==> src/rtl/uart_rx.sv <==
// 8N1 UART receiver: 2-FF input synchronizer, mid-bit sampling FSM and a single-entry
// valid/ready holding register. Define UART_RX_MAJORITY_EN for 2-of-3 majority sampling.
module uart_rx #(
  parameter real    CLK_FREQ  = 50_000_000.0,
  parameter integer BAUD_RATE = 3_000_000
) (
  input  logic       clk,
  input  logic       arstn,
  input  logic       rxd,
  output logic [7:0] rx_data,
  output logic       rx_valid,
  input  logic       rx_ready,
  output logic       rx_busy,
  output logic       rx_error
);

  localparam int CPB  = int'(CLK_FREQ / BAUD_RATE);  // int' of a real rounds to nearest
  localparam int HALF = CPB / 2;

`ifdef UART_RX_MAJORITY_EN
  localparam int MIN_CPB    = 8;
  localparam int START_LAST = HALF;      // decide at mid+1 once all three samples exist
`else
  localparam int MIN_CPB    = 4;
  localparam int START_LAST = HALF - 1;
`endif

  localparam logic [15:0] START_END = 16'(START_LAST);
  localparam logic [15:0] BIT_END   = 16'(CPB - 1);

  generate
    if (CPB < MIN_CPB || CPB > 65536) begin : g_bad_cfg
      $error("uart_rx: cycles per bit (%0d) out of range", CPB);
    end
  endgenerate

  typedef enum logic [1:0] {IDLE, START, DATA, STOP} state_t;

  state_t      state, state_n;
  logic [15:0] cnt, cnt_n;
  logic [2:0]  idx, idx_n;
  logic [7:0]  shreg, shreg_n;
  logic        brk, brk_n;
  logic [7:0]  data_n;
  logic        valid_n, error_n;

  logic sync1, rs, rs_q1, samp;

  // NOTE: sequential state uses non-blocking (<=) so every flop samples pre-edge values.
  always_ff @(posedge clk or negedge arstn) begin
    if (!arstn) begin
      sync1 <= 1'b1;
      rs    <= 1'b1;
      rs_q1 <= 1'b1;
    end else begin
      sync1 <= rxd;
      rs    <= sync1;
      rs_q1 <= rs;
    end
  end

`ifdef UART_RX_MAJORITY_EN
  logic rs_q2;

  always_ff @(posedge clk or negedge arstn) begin
    if (!arstn) rs_q2 <= 1'b1;
    else        rs_q2 <= rs_q1;
  end

  assign samp = (rs & rs_q1) | (rs & rs_q2) | (rs_q1 & rs_q2);
`else
  assign samp = rs;
`endif

  always_ff @(posedge clk or negedge arstn) begin
    if (!arstn) begin
      state    <= IDLE;
      cnt      <= '0;
      idx      <= '0;
      shreg    <= '0;
      brk      <= 1'b0;
      rx_data  <= '0;
      rx_valid <= 1'b0;
      rx_error <= 1'b0;
    end else begin
      state    <= state_n;
      cnt      <= cnt_n;
      idx      <= idx_n;
      shreg    <= shreg_n;
      brk      <= brk_n;
      rx_data  <= data_n;
      rx_valid <= valid_n;
      rx_error <= error_n;
    end
  end

  // NOTE: every signal gets a default before the case so no path can infer a latch.
  always_comb begin
    state_n = state;
    cnt_n   = cnt + 16'd1;
    idx_n   = idx;
    shreg_n = shreg;
    brk_n   = brk;
    data_n  = rx_data;
    valid_n = rx_valid & ~rx_ready;
    error_n = rx_error;

    unique case (state)
      IDLE: begin
        cnt_n = '0;
        if (rs_q1 && !rs) state_n = START;
      end
      START: begin
        if (cnt == START_END) begin
          cnt_n   = '0;
          idx_n   = '0;
          state_n = samp ? IDLE : DATA;
        end
      end
      DATA: begin
        if (cnt == BIT_END) begin
          cnt_n   = '0;
          shreg_n = {samp, shreg[7:1]};
          idx_n   = idx + 3'd1;
          if (idx == 3'd7) state_n = STOP;
        end
      end
      STOP: begin
        if (brk) begin
          // Line held low after a bad stop bit: wait for it to go idle before rearming.
          cnt_n = '0;
          if (rs) begin
            brk_n   = 1'b0;
            state_n = IDLE;
          end
        end else if (cnt == BIT_END) begin
          cnt_n = '0;
          if (!samp) begin
            error_n = 1'b1;
            brk_n   = 1'b1;
          end else begin
            state_n = IDLE;
            if (rx_valid && !rx_ready) begin
              error_n = 1'b1;
            end else begin
              data_n  = shreg;
              valid_n = 1'b1;
            end
          end
        end
      end
      default: state_n = IDLE;
    endcase
  end

  assign rx_busy = (state != IDLE);

endmodule

==> config.mk <==
export PLATFORM = sky130hd
export DESIGN_NAME = uart_rx
export DESIGN_NICKNAME = d
export VERILOG_FILES = /design/src/rtl/uart_rx.sv
export SDC_FILE = /design/constraint.sdc
export NUM_CORES = 1
export LEC_CHECK = 0
export ABC_CLOCK_PERIOD_IN_PS = 3500
export BUFFER_PORTS_ARGS = -buffer_cell sky130_fd_sc_hd__buf_2
export CAP_MARGIN = 20
export CORE_ASPECT_RATIO = 2
export CORE_MARGIN = 2
export CORE_UTILIZATION = 29
export DETAILED_ROUTE_END_ITERATION = 16
export GPL_ROUTABILITY_DRIVEN = 0
export HOLD_SLACK_MARGIN = 0.06
export PLACE_DENSITY = 0.42
export REMOVE_ABC_BUFFERS = 1
export SKIP_LAST_GASP = 1
export SLEW_MARGIN = 30
export SYNTH_ARGS = -nofsm -noshare
export SYNTH_HDL_FRONTEND = slang
export SYNTH_SLANG_ARGS = --single-unit
==> constraint.sdc <==
create_clock -name clk -period 3.5 [get_ports clk]
set_clock_uncertainty 0.2 [all_clocks]
set_input_delay 0.525 -clock clk [delete_from_list [all_inputs] [get_ports clk]]
set_output_delay 0.525 -clock clk [all_outputs]
set_load 0.05 [all_outputs]
== Word level (Yosys, flattened, before mapping) ==
Cells that the tools add are included.

* Register bits after elaboration: 43

* Add/sub/neg operators: 2
* Eq/ne operators: 12
* Multiplexer cells: 26
* Bitwise logic cells: 4
* Reduce and logical (&&, ||, !) cells: 12

{| class="wikitable"
|+ Operator list
! kind !! count
|-
| case mux 16 bit (4 select lines) || 1
|-
| two-way mux 16 bit || 3
|-
| adder 16 x 1 -> 16 bit (second input constant) || 1
|-
| == test 16 x 3 -> 1 bit (second input constant) || 1
|-
| == test 16 x 5 -> 1 bit (second input constant) || 1
|-
| two-way mux 2 bit || 8
|-
| two-way mux 1 bit || 10
|-
| AND reduction 5 bit || 2
|-
| != test 2 bit (second input constant) || 4
|-
| case mux 2 bit (4 select lines) || 1
|-
| two-way mux 3 bit || 2
|-
| case mux 3 bit (2 select lines) || 1
|-
| == test 2 bit (second input constant) || 2
|-
| AND reduction 4 bit || 1
|-
| nonzero test 2 bit || 2
|-
| adder 3 x 1 -> 3 bit (second input constant) || 1
|-
| == test 3 bit (second input constant) || 1
|-
| != test 3 bit (second input constant) || 1
|-
| NOT 1 bit || 3
|-
| AND reduction 3 bit || 1
|-
| == test 2 x 1 -> 1 bit (second input constant) || 1
|-
| logical AND 1 bit || 2
|-
| logical NOT 1 bit || 2
|-
| logical NOT 2 bit || 1
|-
| 3 further kinds || 3
|}

== Logic depth before layout (Yosys ltp) ==
* Word-level depth: 7
* Gate-level depth with buffers: 8
* Depth with buffers taken out: 7

== Least setup slack after synthesis ==
Ideal clock, no wire load.

* Path type: reg2reg
* From: register cnt[8]
* To: register rx_data[0]
* Library setup time: 125 ps
* Arrival: 2358 ps
* Data required time: 3175 ps
* Path slack: 817 ps
* Stages on the path, launching flop included: 5
* Period minus slack after synthesis: 2683 ps
* Path through: dfrtp_1 > or4_1 > or4_4 > nor4_4 > mux2_2

* Word-level cells in the longest chain between the ends: 2

{| class="wikitable"
|+ Ends and longest elaborated chain
! what !! RTL line !! RTL
|-
| start, declared || 40 || <nowiki>logic [15:0] cnt, cnt_n;</nowiki>
|-
| start signal, assigned || 87 || <nowiki>cnt <= cnt_n;</nowiki>
|-
| == test 16 x 5 -> 1 bit || 136 || <nowiki>end else if (cnt == BIT_END) begin</nowiki>
|-
| AND reduction 5 bit (no source line) || n/a ||
|-
| end signal, assigned || 91 || <nowiki>rx_data <= data_n;</nowiki>
|-
| end, declared || 10 || <nowiki>output logic [7:0] rx_data,</nowiki>
|}

Every way passes these cells.
A chain may end at the register's enable or synchronous reset.

== Final worst setup path ==
* From: register cnt[8]
* To: register rx_data[3]

Same word-level chain as after synthesis.

==> impl_metrics.sql <==
INSERT INTO impl_metrics (metric_group, metric, value, unit) VALUES
('run_status', 'result_of_the_run', 'finished clean', ''),
('clock_tree', 'cts-root-to-sink-buffers', '2', ''),
('power', 'vdd_drop_max', '0.343', 'mV'),
('placement', 'portBuffers', '14', ''),
('detailed_routing', 'pre_repair_dr_iteration_count', '4', ''),
('setup_path', 'critical_path_launch_point', 'cnt[8]', ''),
('synth', 'avgSynthCellArea', '10.9', 'sq um'),
('timing', 'grt_setup_unrepaired', 'false', ''),
('finish', 'area.sequential', '1080', 'sq um'),
('global_route', 'via_count_of_the_first_global_routing_pass', '1332', ''),
('timing', 'hold_slack', '32.2', 'ps'),
('clock_tree', 'cts_max_level', '2', ''),
('finish', 'area_delta_synth_final', '18.9', '%'),
('die', 'floorplan.die.height', '119', 'microns'),
('synth', 'synth_warnings', '0', ''),
('placement', 'dp.final_hpwl', '2690', 'microns'),
('finish', 'fill_cells', '659', ''),
('synth', 'synth.ff_latch_count', '43', ''),
('detailed_routing', 'routedWlPerCell', '13.3', 'microns'),
('hold_path', 'worstHoldPathType', 'primary input to asynchronous set/reset pin', ''),
('finish', 'layout_commonest_cell', 'dfrtp_1', ''),
('setup_path', 'kind_of_capture_point_of_the_worst_setup_path', 'flip-flop', ''),
('die', 'die_ar', '7260', 'sq um'),
('detailed_routing', 'drt_drc_violations_left', '0', ''),
('placement', 'placedCellCount', '273', ''),
('synth', 'netlist-cell-type-count', '33', ''),
('timing', 'fmax', '0.347', 'GHz'),
('synth', 'synth_seq_area_share', '0.568', ''),
('synth', 'number_of_enable_type_register_cells_in_the_synthesized_netlist', '0', ''),
('run', 'max-cap-violations', '0', ''),
('finish', 'antennaDiodeCount', '0', ''),
('finish', 'final_layout_size_suffix_gt1_frac', '0.226', ''),
('clock_tree', 'clock-sinks', '43', ''),
('timing', 'final.setup.tns', '0', 'ps'),
('finish', 'stdcell_area', '2260', 'sq um'),
('detailed_routing', 'drt_iter0_markers', '35', ''),
('clock_tree', 'cts_tree', 'built', ''),
('clock_tree', 'cts_resized', '0', ''),
('global_route', 'grt_pass1_wl', '6410', 'microns'),
('timing', 'setup-violations-final', '0', ''),
('timing', 'worst-slew-pin-transition', '614', 'ps'),
('global_route', 'grt.total_usage', '0.120', ''),
('setup_path', 'critical_path.startpoint_type', 'flip-flop', ''),
('finish', 'nets', '202', ''),
('die', 'placementRows', '41', ''),
('finish', 'commonest_cells_after_routing_fill_and_taps_aside', 'dfrtp_1 (40), nand2_1 (30), nor2_1 (20)', ''),
('setup_path', 'timing.rr.start', 'cnt[8]', ''),
('timing', 'timing.final.crit_share', '0.823', ''),
('finish', 'area_of_combinational_cells_with_multiple_inputs', '787', 'sq um'),
('clock_tree', 'clkSlewWorstSetupHoldPaths', '60', 'ps'),
('setup_path', 'critical_path_class', 'flip-flop to flip-flop', ''),
('clock_tree', 'worst_skew_pair.late_latency', '280', 'ps'),
('synth', 'top_cells_by_area_in_the_synthesized_netlist', 'dfrtp_1 (53%), mux2_2 (6.5%), nand2_1 (5.9%)', ''),
('setup_path', 'critPathMaxFanout', '8', ''),
('global_route', 'grt_overflow_total', '0', ''),
('detailed_routing', 'routed_wl', '3730', 'microns'),
('global_route', 'antenna_found_initial', '0', ''),
('timing', 'final_period_minus_worst_setup_slack', '2880', 'ps'),
('finish', 'final_core_util', '0.359', ''),
('power', 'p_per_area', '627', 'nW/um^2'),
('detailed_routing', 'routed_via_count_divided_by_cell_count', '4.51', ''),
('global_route', 'maximum_number_of_pins_on_one_net_before_global_route_repair', '44', ''),
('setup_path', 'arrival', '2850', 'ps'),
('clock_tree', 'cts_setup_buffers', '0', ''),
('clock_tree', 'numCtsBuffers', '5', ''),
('clock_tree', 'hold_buffers', '0', ''),
('setup_path', 'critPathMaxStageDelay', '590', 'ps'),
('finish', 'final_cell_count_no_fill', '281', ''),
('synth', 'synthDominantAreaCellType', 'dfrtp_1', ''),
('detailed_routing', 'vias', '1266', ''),
('die', 'core_area', '6310', 'sq um');
## cell families (layout without fill, tap and decap cells)
family / Yosys count / count (layout) / synth area share
xor gates and xnor gates: 14 / 14 / 0.0645
AOI/OAI and AO/OA: 13 / 13 / 0.0434
adders and majority gates: 4 / 4 / 0.0263
DFF: 43 / 43 / 0.568
buffers and inverters: 9 / 30 / 0.0184
and+or+nand+nor: 80 / 80 / 0.214
muxes: 11 / 11 / 0.0651
## per-layer routing
layer / up-vias / track usage / wire length (microns)
li1: 628 / - / -
met2: 14 / 0.206 / 2060
met5: - / 0 / 0
met1: 619 / 0.126 / 1490
met4: 0 / 0.0611 / 93
met3: 5 / 0.0328 / 84
## per-stage QoR
stage	setup slack, ps	power, mW
floorplan	817	0.793
global placement	651	0.883
detailed placement	604	0.889
CTS	596	1.44
global route	529	1.51
finish	619	1.42
## sequential cells by signal, indices dropped and copies added, names as in the netlist, named ones only
signal,count
brk,1
cnt,16
idx,3
rs,1
rs_q1,1
rx_data,8
rx_error,1
rx_valid,1
shreg,8
state,1
sync1,1
## synth_stat cells, drive strengths merged (2+ instances only)
master  instances
nor4            3
nand2          30
and4            3
clkbuf          3
and3            2
mux2           11
a31oi           2
dfrtp          40
ha              4
o21ai           3
o22ai           2
nand3b          2
xor2            9
nand4           2
a22o            2
nand3           5
xnor2           5
dfstp           3
inv             5
nor2b           5
a21oi           2
or4             4
nor2           20
## power breakdown
group | switching (mW) | internal [mW]
clock network | 0.187 | 0.355
registers | 0.0645 | 0.543
logic | 0.165 | 0.103
total | 0.416 | 1.00
## final timing paths
| path | to | slack [ps] | cells after the start |
|---|---|---|---|
| worst max-delay path | rx_data[3] | 620 | 4 |
| worst min-delay path | rx_error | 30 | 1 |
| worst max register to register | rx_data[3] | 620 | 4 |
| worst min register to register | rs | 160 | 0 |
| max in group asynchronous | cnt[11] | 2690 | 1 |
| min in group clk | sync1 | 140 | 1 |
## final cells by class
type | count | share of cell area
clock buffer | 6 | 0.0614
inverter | 5 | 0.00830
tap | 86 | 0.0476
timing repair buffer | 17 | 0.0420
clock inverter | 2 | 0.0155
multi-input combinational | 122 | 0.348
sequential | 43 | 0.477
## worst max-delay path, delay by kind of cell (launching register included)
| kind | cells | cell delay (ps) |
|---|---|---|
| simple gates | 3 | 1730 |
| flops | 1 | 430 |
| mux | 1 | 400 |
(Power assumes the default switching activity.)
